[src/rtl/muldiv_pkg.sv]
// muldiv_pkg: shared constants and enumerations for the Hi/Lo multiply/divide
// sequencer. The optional divide path is selected by the MULDIV_DIV_EN macro
// in the files that import this package.
package muldiv_pkg;

   localparam int DATA_W = 32;
   localparam int ITER   = 32;
   localparam int CNT_W  = 5;

   typedef enum logic [2:0] {
      OP_MULT  = 3'd0,
      OP_MULTU = 3'd1,
      OP_DIV   = 3'd2,
      OP_DIVU  = 3'd3,
      OP_MADD  = 3'd4,
      OP_MSUB  = 3'd5,
      OP_MTHI  = 3'd6,
      OP_MTLO  = 3'd7
   } op_t;

   typedef enum logic [1:0] {
      ST_IDLE = 2'd0,
      ST_RUN  = 2'd1,
      ST_FIX  = 2'd2
   } state_t;

endpackage

[src/rtl/muldiv_shift_core.sv]
// muldiv_shift_core: 64-bit {hi,lo} shift register with one 33-bit
// adder/subtractor. Multiply mode performs unsigned shift-add (lo holds the
// multiplier), divide mode performs restoring shift-subtract (lo holds the
// dividend and collects quotient bits). The subtract path exists only when
// MULDIV_DIV_EN is defined.
module muldiv_shift_core
   import muldiv_pkg::*;
(
   input  logic              Clk,
   input  logic              Rst,
   input  logic              load,
   input  logic              step,
   input  logic              divMode,
   input  logic [DATA_W-1:0] loadLo,
   input  logic [DATA_W-1:0] loadOperand,
   output logic [DATA_W-1:0] accHi,
   output logic [DATA_W-1:0] accLo
);

   logic [DATA_W-1:0] hiR;
   logic [DATA_W-1:0] loR;
   logic [DATA_W-1:0] operandR;
   logic [DATA_W:0]   addA;
   logic [DATA_W:0]   addB;
   logic              addCin;
   logic [DATA_W:0]   addSum;
   logic [DATA_W-1:0] nextHi;
   logic [DATA_W-1:0] nextLo;

`ifndef MULDIV_DIV_EN
   logic unusedDivMode;
   assign unusedDivMode = divMode;
`endif

   assign addSum = addA + addB + {{DATA_W{1'b0}}, addCin};

   // Select adder operands and form the next shift-register value for one iteration
   always_comb begin
      addA   = {1'b0, hiR};
      addB   = loR[0] ? {1'b0, operandR} : {(DATA_W+1){1'b0}};
      addCin = 1'b0;
      nextHi = addSum[DATA_W:1];
      nextLo = {addSum[0], loR[DATA_W-1:1]};
`ifdef MULDIV_DIV_EN
      if (divMode) begin
         // Partial remainder shifted left with the next dividend bit, minus divisor.
         // The remainder stays below the divisor, so bit DATA_W of the 33-bit
         // difference is a clean borrow flag.
         addA   = {hiR, loR[DATA_W-1]};
         addB   = ~{1'b0, operandR};
         addCin = 1'b1;
         if (addSum[DATA_W]) begin
            nextHi = {hiR[DATA_W-2:0], loR[DATA_W-1]};
            nextLo = {loR[DATA_W-2:0], 1'b0};
         end else begin
            nextHi = addSum[DATA_W-1:0];
            nextLo = {loR[DATA_W-2:0], 1'b1};
         end
      end else begin
         addA   = {1'b0, hiR};
         addB   = loR[0] ? {1'b0, operandR} : {(DATA_W+1){1'b0}};
         addCin = 1'b0;
         nextHi = addSum[DATA_W:1];
         nextLo = {addSum[0], loR[DATA_W-1:1]};
      end
`endif
   end

   // Shift register and latched operand: load clears hi, step advances one iteration
   always_ff @(posedge Clk or negedge Rst) begin
      if (!Rst) begin
         hiR      <= {DATA_W{1'b0}};
         loR      <= {DATA_W{1'b0}};
         operandR <= {DATA_W{1'b0}};
      end else if (load) begin
         hiR      <= {DATA_W{1'b0}};
         loR      <= loadLo;
         operandR <= loadOperand;
      end else if (step) begin
         hiR      <= nextHi;
         loR      <= nextLo;
      end
   end

   assign accHi = hiR;
   assign accLo = loR;

endmodule

[src/rtl/muldiv_sequencer.sv]
// muldiv_sequencer: owns Hi/Lo and serialises MULT/MULTU/DIV/DIVU/MADD/MSUB
// (34-cycle latency) and MTHI/MTLO (1-cycle latency). Requests a pipeline
// stall when a Hi/Lo op or read meets an op in flight.
// Optional divide path: define MULDIV_DIV_EN.
module muldiv_sequencer
   import muldiv_pkg::*;
(
   input  logic              Clk,
   input  logic              Rst,
   input  logic              Start,
   input  logic [2:0]        Op,
   input  logic [DATA_W-1:0] OperandA,
   input  logic [DATA_W-1:0] OperandB,
   input  logic              ReadHiLo,
   output logic              Stall,
   output logic              Busy,
   output logic              Done,
   output logic              DivByZero,
   output logic [DATA_W-1:0] HiData,
   output logic [DATA_W-1:0] LoData
);

   state_t              state;
   state_t              nextState;
   op_t                 opIn;
   op_t                 opR;
   logic [CNT_W-1:0]    count;
   logic [DATA_W-1:0]   hiR;
   logic [DATA_W-1:0]   loR;
   logic                doneR;
   logic                prodNegR;
   logic                launch;
   logic                coreStep;
   logic                coreDivMode;
   logic                signedOp;
   logic                signA;
   logic                signB;
   logic [DATA_W-1:0]   absA;
   logic [DATA_W-1:0]   absB;
   logic [DATA_W-1:0]   coreHi;
   logic [DATA_W-1:0]   coreLo;
   logic [2*DATA_W-1:0] signedProd;
   logic [2*DATA_W-1:0] fixSum;
`ifdef MULDIV_DIV_EN
   logic                remNegR;
   logic                dbzR;
`endif

   assign opIn = op_t'(Op);

   // Operand magnitudes and signs for the op presented by EX
   always_comb begin
      case (opIn)
         OP_MULT, OP_DIV, OP_MADD, OP_MSUB: signedOp = 1'b1;
         default:                           signedOp = 1'b0;
      endcase
      signA = signedOp & OperandA[DATA_W-1];
      signB = signedOp & OperandB[DATA_W-1];
      absA  = signA ? ({DATA_W{1'b0}} - OperandA) : OperandA;
      absB  = signB ? ({DATA_W{1'b0}} - OperandB) : OperandB;
   end

   // FSM state register
   always_ff @(posedge Clk or negedge Rst) begin
      if (!Rst) begin
         state <= ST_IDLE;
      end else begin
         state <= nextState;
      end
   end

   // Next-state decode and core sequencing controls
   always_comb begin
      nextState = state;
      launch    = 1'b0;
      coreStep  = 1'b0;
      case (state)
         ST_IDLE: begin
            if (Start) begin
               case (opIn)
                  OP_MULT, OP_MULTU, OP_MADD, OP_MSUB: launch = 1'b1;
`ifdef MULDIV_DIV_EN
                  OP_DIV, OP_DIVU: launch = (OperandB != {DATA_W{1'b0}});
`endif
                  default: launch = 1'b0;
               endcase
            end else begin
               launch = 1'b0;
            end
            nextState = launch ? ST_RUN : ST_IDLE;
         end
         ST_RUN: begin
            coreStep = 1'b1;
            if (count == CNT_W'(ITER - 1)) begin
               nextState = ST_FIX;
            end else begin
               nextState = ST_RUN;
            end
         end
         ST_FIX:  nextState = ST_IDLE;
         default: nextState = ST_IDLE;
      endcase
   end

`ifdef MULDIV_DIV_EN
   assign coreDivMode = (opR == OP_DIV) || (opR == OP_DIVU);
`else
   assign coreDivMode = 1'b0;
`endif

   muldiv_shift_core u_core (
      .Clk         (Clk),
      .Rst         (Rst),
      .load        (launch),
      .step        (coreStep),
      .divMode     (coreDivMode),
      .loadLo      (absA),
      .loadOperand (absB),
      .accHi       (coreHi),
      .accLo       (coreLo)
   );

   // Sign correction and Hi/Lo result selection applied at the FIX edge
   always_comb begin
      signedProd = prodNegR ? ({(2*DATA_W){1'b0}} - {coreHi, coreLo}) : {coreHi, coreLo};
      case (opR)
         OP_MULT, OP_MULTU: fixSum = signedProd;
         OP_MADD:           fixSum = {hiR, loR} + signedProd;
         OP_MSUB:           fixSum = {hiR, loR} - signedProd;
`ifdef MULDIV_DIV_EN
         OP_DIV, OP_DIVU: begin
            // Quotient sign follows signA^signB, remainder sign follows the dividend
            fixSum = {(remNegR  ? ({DATA_W{1'b0}} - coreHi) : coreHi),
                      (prodNegR ? ({DATA_W{1'b0}} - coreLo) : coreLo)};
         end
`endif
         default:           fixSum = {hiR, loR};
      endcase
   end

   // Hi/Lo registers, op/sign latches, iteration counter and completion pulses
   always_ff @(posedge Clk or negedge Rst) begin
      if (!Rst) begin
         hiR      <= {DATA_W{1'b0}};
         loR      <= {DATA_W{1'b0}};
         opR      <= OP_MULT;
         prodNegR <= 1'b0;
         count    <= {CNT_W{1'b0}};
         doneR    <= 1'b0;
`ifdef MULDIV_DIV_EN
         remNegR  <= 1'b0;
         dbzR     <= 1'b0;
`endif
      end else begin
         doneR <= 1'b0;
`ifdef MULDIV_DIV_EN
         dbzR  <= 1'b0;
`endif
         case (state)
            ST_IDLE: begin
               if (launch) begin
                  opR      <= opIn;
                  prodNegR <= signA ^ signB;
                  count    <= {CNT_W{1'b0}};
`ifdef MULDIV_DIV_EN
                  remNegR  <= signA;
`endif
               end else if (Start) begin
                  case (opIn)
                     OP_MTHI: begin
                        hiR   <= OperandA;
                        doneR <= 1'b1;
                     end
                     OP_MTLO: begin
                        loR   <= OperandA;
                        doneR <= 1'b1;
                     end
                     OP_DIV, OP_DIVU: begin
                        // Not launched: zero divisor, or divide path absent
                        doneR <= 1'b1;
`ifdef MULDIV_DIV_EN
                        dbzR  <= 1'b1;
`endif
                     end
                     default: doneR <= 1'b0;
                  endcase
               end
            end
            ST_RUN: begin
               count <= count + CNT_W'(1);
            end
            ST_FIX: begin
               hiR   <= fixSum[2*DATA_W-1:DATA_W];
               loR   <= fixSum[DATA_W-1:0];
               doneR <= 1'b1;
            end
            default: doneR <= 1'b0;
         endcase
      end
   end

   assign Busy   = (state != ST_IDLE);
   assign Stall  = Busy & (Start | ReadHiLo);
   assign Done   = doneR;
   assign HiData = hiR;
   assign LoData = loR;
`ifdef MULDIV_DIV_EN
   assign DivByZero = dbzR;
`else
   assign DivByZero = 1'b0;
`endif

endmodule

[config.mk]
export PLATFORM = sky130hd
export DESIGN_NAME = muldiv_sequencer
export DESIGN_NICKNAME = d
export VERILOG_FILES = /design/src/rtl/muldiv_pkg.sv /design/src/rtl/muldiv_shift_core.sv /design/src/rtl/muldiv_sequencer.sv
export SDC_FILE = /design/constraint.sdc
export NUM_CORES = 1
export LEC_CHECK = 0
export CAP_MARGIN = 0
export CORE_MARGIN = 5
export CORE_UTILIZATION = 65
export CTS_CLUSTER_DIAMETER = 50
export DETAILED_ROUTE_END_ITERATION = 10
export PLACE_DENSITY_LB_ADDON = 0.08
export SLEW_MARGIN = 40
export SYNTH_ARGS = -nofsm -noshare
export SYNTH_HDL_FRONTEND = slang
export SYNTH_SLANG_ARGS = --single-unit
[constraint.sdc]
create_clock -name Clk -period 9.7 [get_ports Clk]
set_input_delay 1.455 -clock Clk [delete_from_list [all_inputs] [get_ports Clk]]
set_output_delay 1.455 -clock Clk [all_outputs]
set_load 0.05 [all_outputs]
==> run_results.csv <==
group,metric,value,unit
outcome,outcome,"completed",
route,drc_errors,0,
min_path,hold_path.class,"reg2reg",
layout,drive_above_1_share,4.41,%
setup_path,cp.buffers_inverters,1,
clocking,cts_max_level,4,
synth,synth_cell_types,81,
clocking,clk_pin_slew,0.09,ns
route,wl_per_cell,22.5,um
placed_design,dp_slack,2.08,ns
setup_path,path_class,"reg2reg",
placed_design,post-place-cells,2572,
timing,finalHoldViolCount,0,
layout,final_net_count,2430,
setup_path,crit_path_start_kind,"flop",
timing,setup-tns-final,0,ns
min_path,hold_path.startpoint,"u_core.operandR[14]",
synth,ys_seq_elements,172,
setup_path,slowest_stage,"dfrtp_2",
timing,period_share,79.6,%
placed_design,dpl.hpwl,44100,um
setup_path,crit_required,10.06,ns
route,via_per_inst,6.85,
floorplan,ios,139,
layout,diodes,0,
setup_path,crit_chain,"inv_1, ha_1, nor2b_1, nand4_1, o31ai_1, xor2_1, nand4_1, or4_1, nor2_1, a21oi_1, xor2_1, ha_1, nand4_1, or3_1, a2111o_1, a211oi_1, nor2_1, o21ai_0, a311oi_1, xor2_1, o21ai_0",
grt,grt_max_degree,115,
layout,final_cells,2604,
route,first_iter_violations,2600,
clocking,numCtsBuffers,17,
route,antenna_left,0,
clocking,clkLatencyLatePin,0.46,ns
synth,synth_cells,2210,
timing,rsz0062_at_grt,"false",
floorplan,fp.coreArea,25900,um^2
clocking,cts_setup_buffers,0,
timing,skew,0.0203,ns
setup_path,arrival,8.08,ns
timing,setup_viol,0,
synth,yosysSeqAreaShare,25.3,%
synth,syn_avg_cell_area,7.69,um^2
synth,syn-cell-area,17000,um^2
synth,yosysWarnings,0,
clocking,cts_resized,0,
route,first_pass_iters,7,
clocking,cts_root_buffer,"clkbuf_16",
setup_path,timing.rr.start,"u_core.accLo[0]",
synth,syn_nets,2384,
clocking,cts_hold_buf,0,
grt,grt_use_total,39.0,%
setup_path,end_kind,"flop",
clocking,cts_num_sinks,172,
layout,layout_common_cells,"o21ai_0 (242), nand2_1 (236), nor2_1 (179)",
floorplan,start_util,65.6,%
timing,slew_viol_final,0,
floorplan,core.rowCount,59,
setup_path,critical-path-top-delay-family,"simple AND/OR/NAND/NOR gates",
setup_path,cp_max_fo,40,
grt,grt_pass1_wl,90700,um
floorplan,die_y,172,um
setup_path,cp_slowest_stage_delay,0.60,ns
timing,fmax,130,MHz
clocking,clk_path_buf_depth,2,
placed_design,place_area,18500,um^2
setup_path,ff2ff_setup_slack,1.98,ns
placed_design,port_buffers,137,
layout,mostFrequentLayoutCell,"o21ai_0",
flow_run,max_cap_viol_count,0,
route,routed_wl,58600,um
grt,grt_pass1_vias,16300,
floorplan,dieArea,29500,um^2
synth,synth_edf_count,0,
grt,antenna_found_initial,0,
grt,grt_overflow,0,
floorplan,die_w,172,um
layout,area_delta_synth_final,12.4,%
timing,worst_pin_slew,0.835,ns
synth,synthArstFlopShare,100,%
setup_path,critPathLaunch,"u_core.accLo[0]",
layout,final_area,19100,um^2
route,dr_total_vias,17800,
clocking,cts_tree,"built",
timing,layout_min_cycle_time,7.72,ns
timing,max_slew_margin,44.1,%
placed_design,place_congestion,1.01,
timing,layout_setup_ws,1.98,ns
synth,synth_ff_type,"dfrtp_1",
final timing paths:
kind / endpoint / depth (start not counted)
setup / recovery: HiData[29] / 21
hold / removal: u_core.operandR[14] / 2
setup reg to reg: HiData[29] / 21
hold reg to reg: u_core.operandR[14] / 2
max in group asynchronous: prodNegR / 3
min in group asynchronous: LoData[2] / 1
cells by family (layout without fill, tap and decap cells):
group | count (synthesis) | count (layout) | synth area share, %
simple gates | 754 | 754 | 21.6
compound gates | 741 | 741 | 27.4
xor+xnor | 260 | 260 | 13.5
flops | 172 | 172 | 25.3
buf+inv | 172 | 231 | 4.07
fa+ha+maj | 103 | 103 | 7.68
mux | 7 | 7 | 0.435
other cells | 1 | 1 | 0.0221
Yosys cell counts, types with 40 or more instances:
cell type | n | area (um^2)
a211oi_1 | 40 | 300
a21o_1 | 43 | 323
a21oi_1 | 157 | 786
and2_1 | 44 | 275
clkbuf_1 | 109 | 409
dfrtp_1 | 172 | 4300
ha_1 | 101 | 1260
inv_1 | 43 | 161
nand2_1 | 236 | 886
nand3_1 | 46 | 230
nor2_1 | 180 | 676
nor3_1 | 47 | 235
o21ai_0 | 243 | 1220
o31ai_1 | 58 | 435
xnor2_1 | 128 | 1120
xor2_1 | 131 | 1150
cell type report:
cell class,count,area (um^2)
Multi-Input combinational cell,1866,12000
Fill cell,2005,6830
Sequential cell,172,4310
Timing Repair Buffer,156,1540
Clock buffer,18,439
Tap cell,335,419
Clock inverter,14,173
Inverter,43,161
layer usage:
layer / up-vias / share of wire, % / GRT usage, %
li1: 8170 / - / -
met1: 8282 / 41 / 54.7
met2: 1191 / 42 / 58.3
met3: 191 / 11 / 8.21
met4: 0 / 5.1 / 17.2
met5: - / 0 / 0
worst reg2reg max path, delay by kind of cell (launching register included):
family          cells  cell delay, ns
compound gates      7            2.30
xor+xnor            3            0.88
fa+ha+maj           2            0.83
buf+inv             1            0.17
flops               1            0.60
simple gates        8            2.83
state kept, by name, summed over array words and instances, names as in the netlist:
register and flops:
prodNegR 1, opR 3, HiData 32, LoData 32, u_core.operandR 32, Done 1
count 5, u_core.accLo 32, u_core.accHi 32, state 2
metrics by stage:
step | util, % | hold WS (ns)
CTS | 73.6 | 0.478
floorplan | - | 0.430
global route | 73.6 | 0.491
detailed placement | 71.3 | 0.461
global placement | 71.1 | 0.443
finish | 73.6 | 0.476
Power is left out: the tool's default activity adds up to more than one toggle a clock period on the data nets, which glitch-free logic cannot reach.
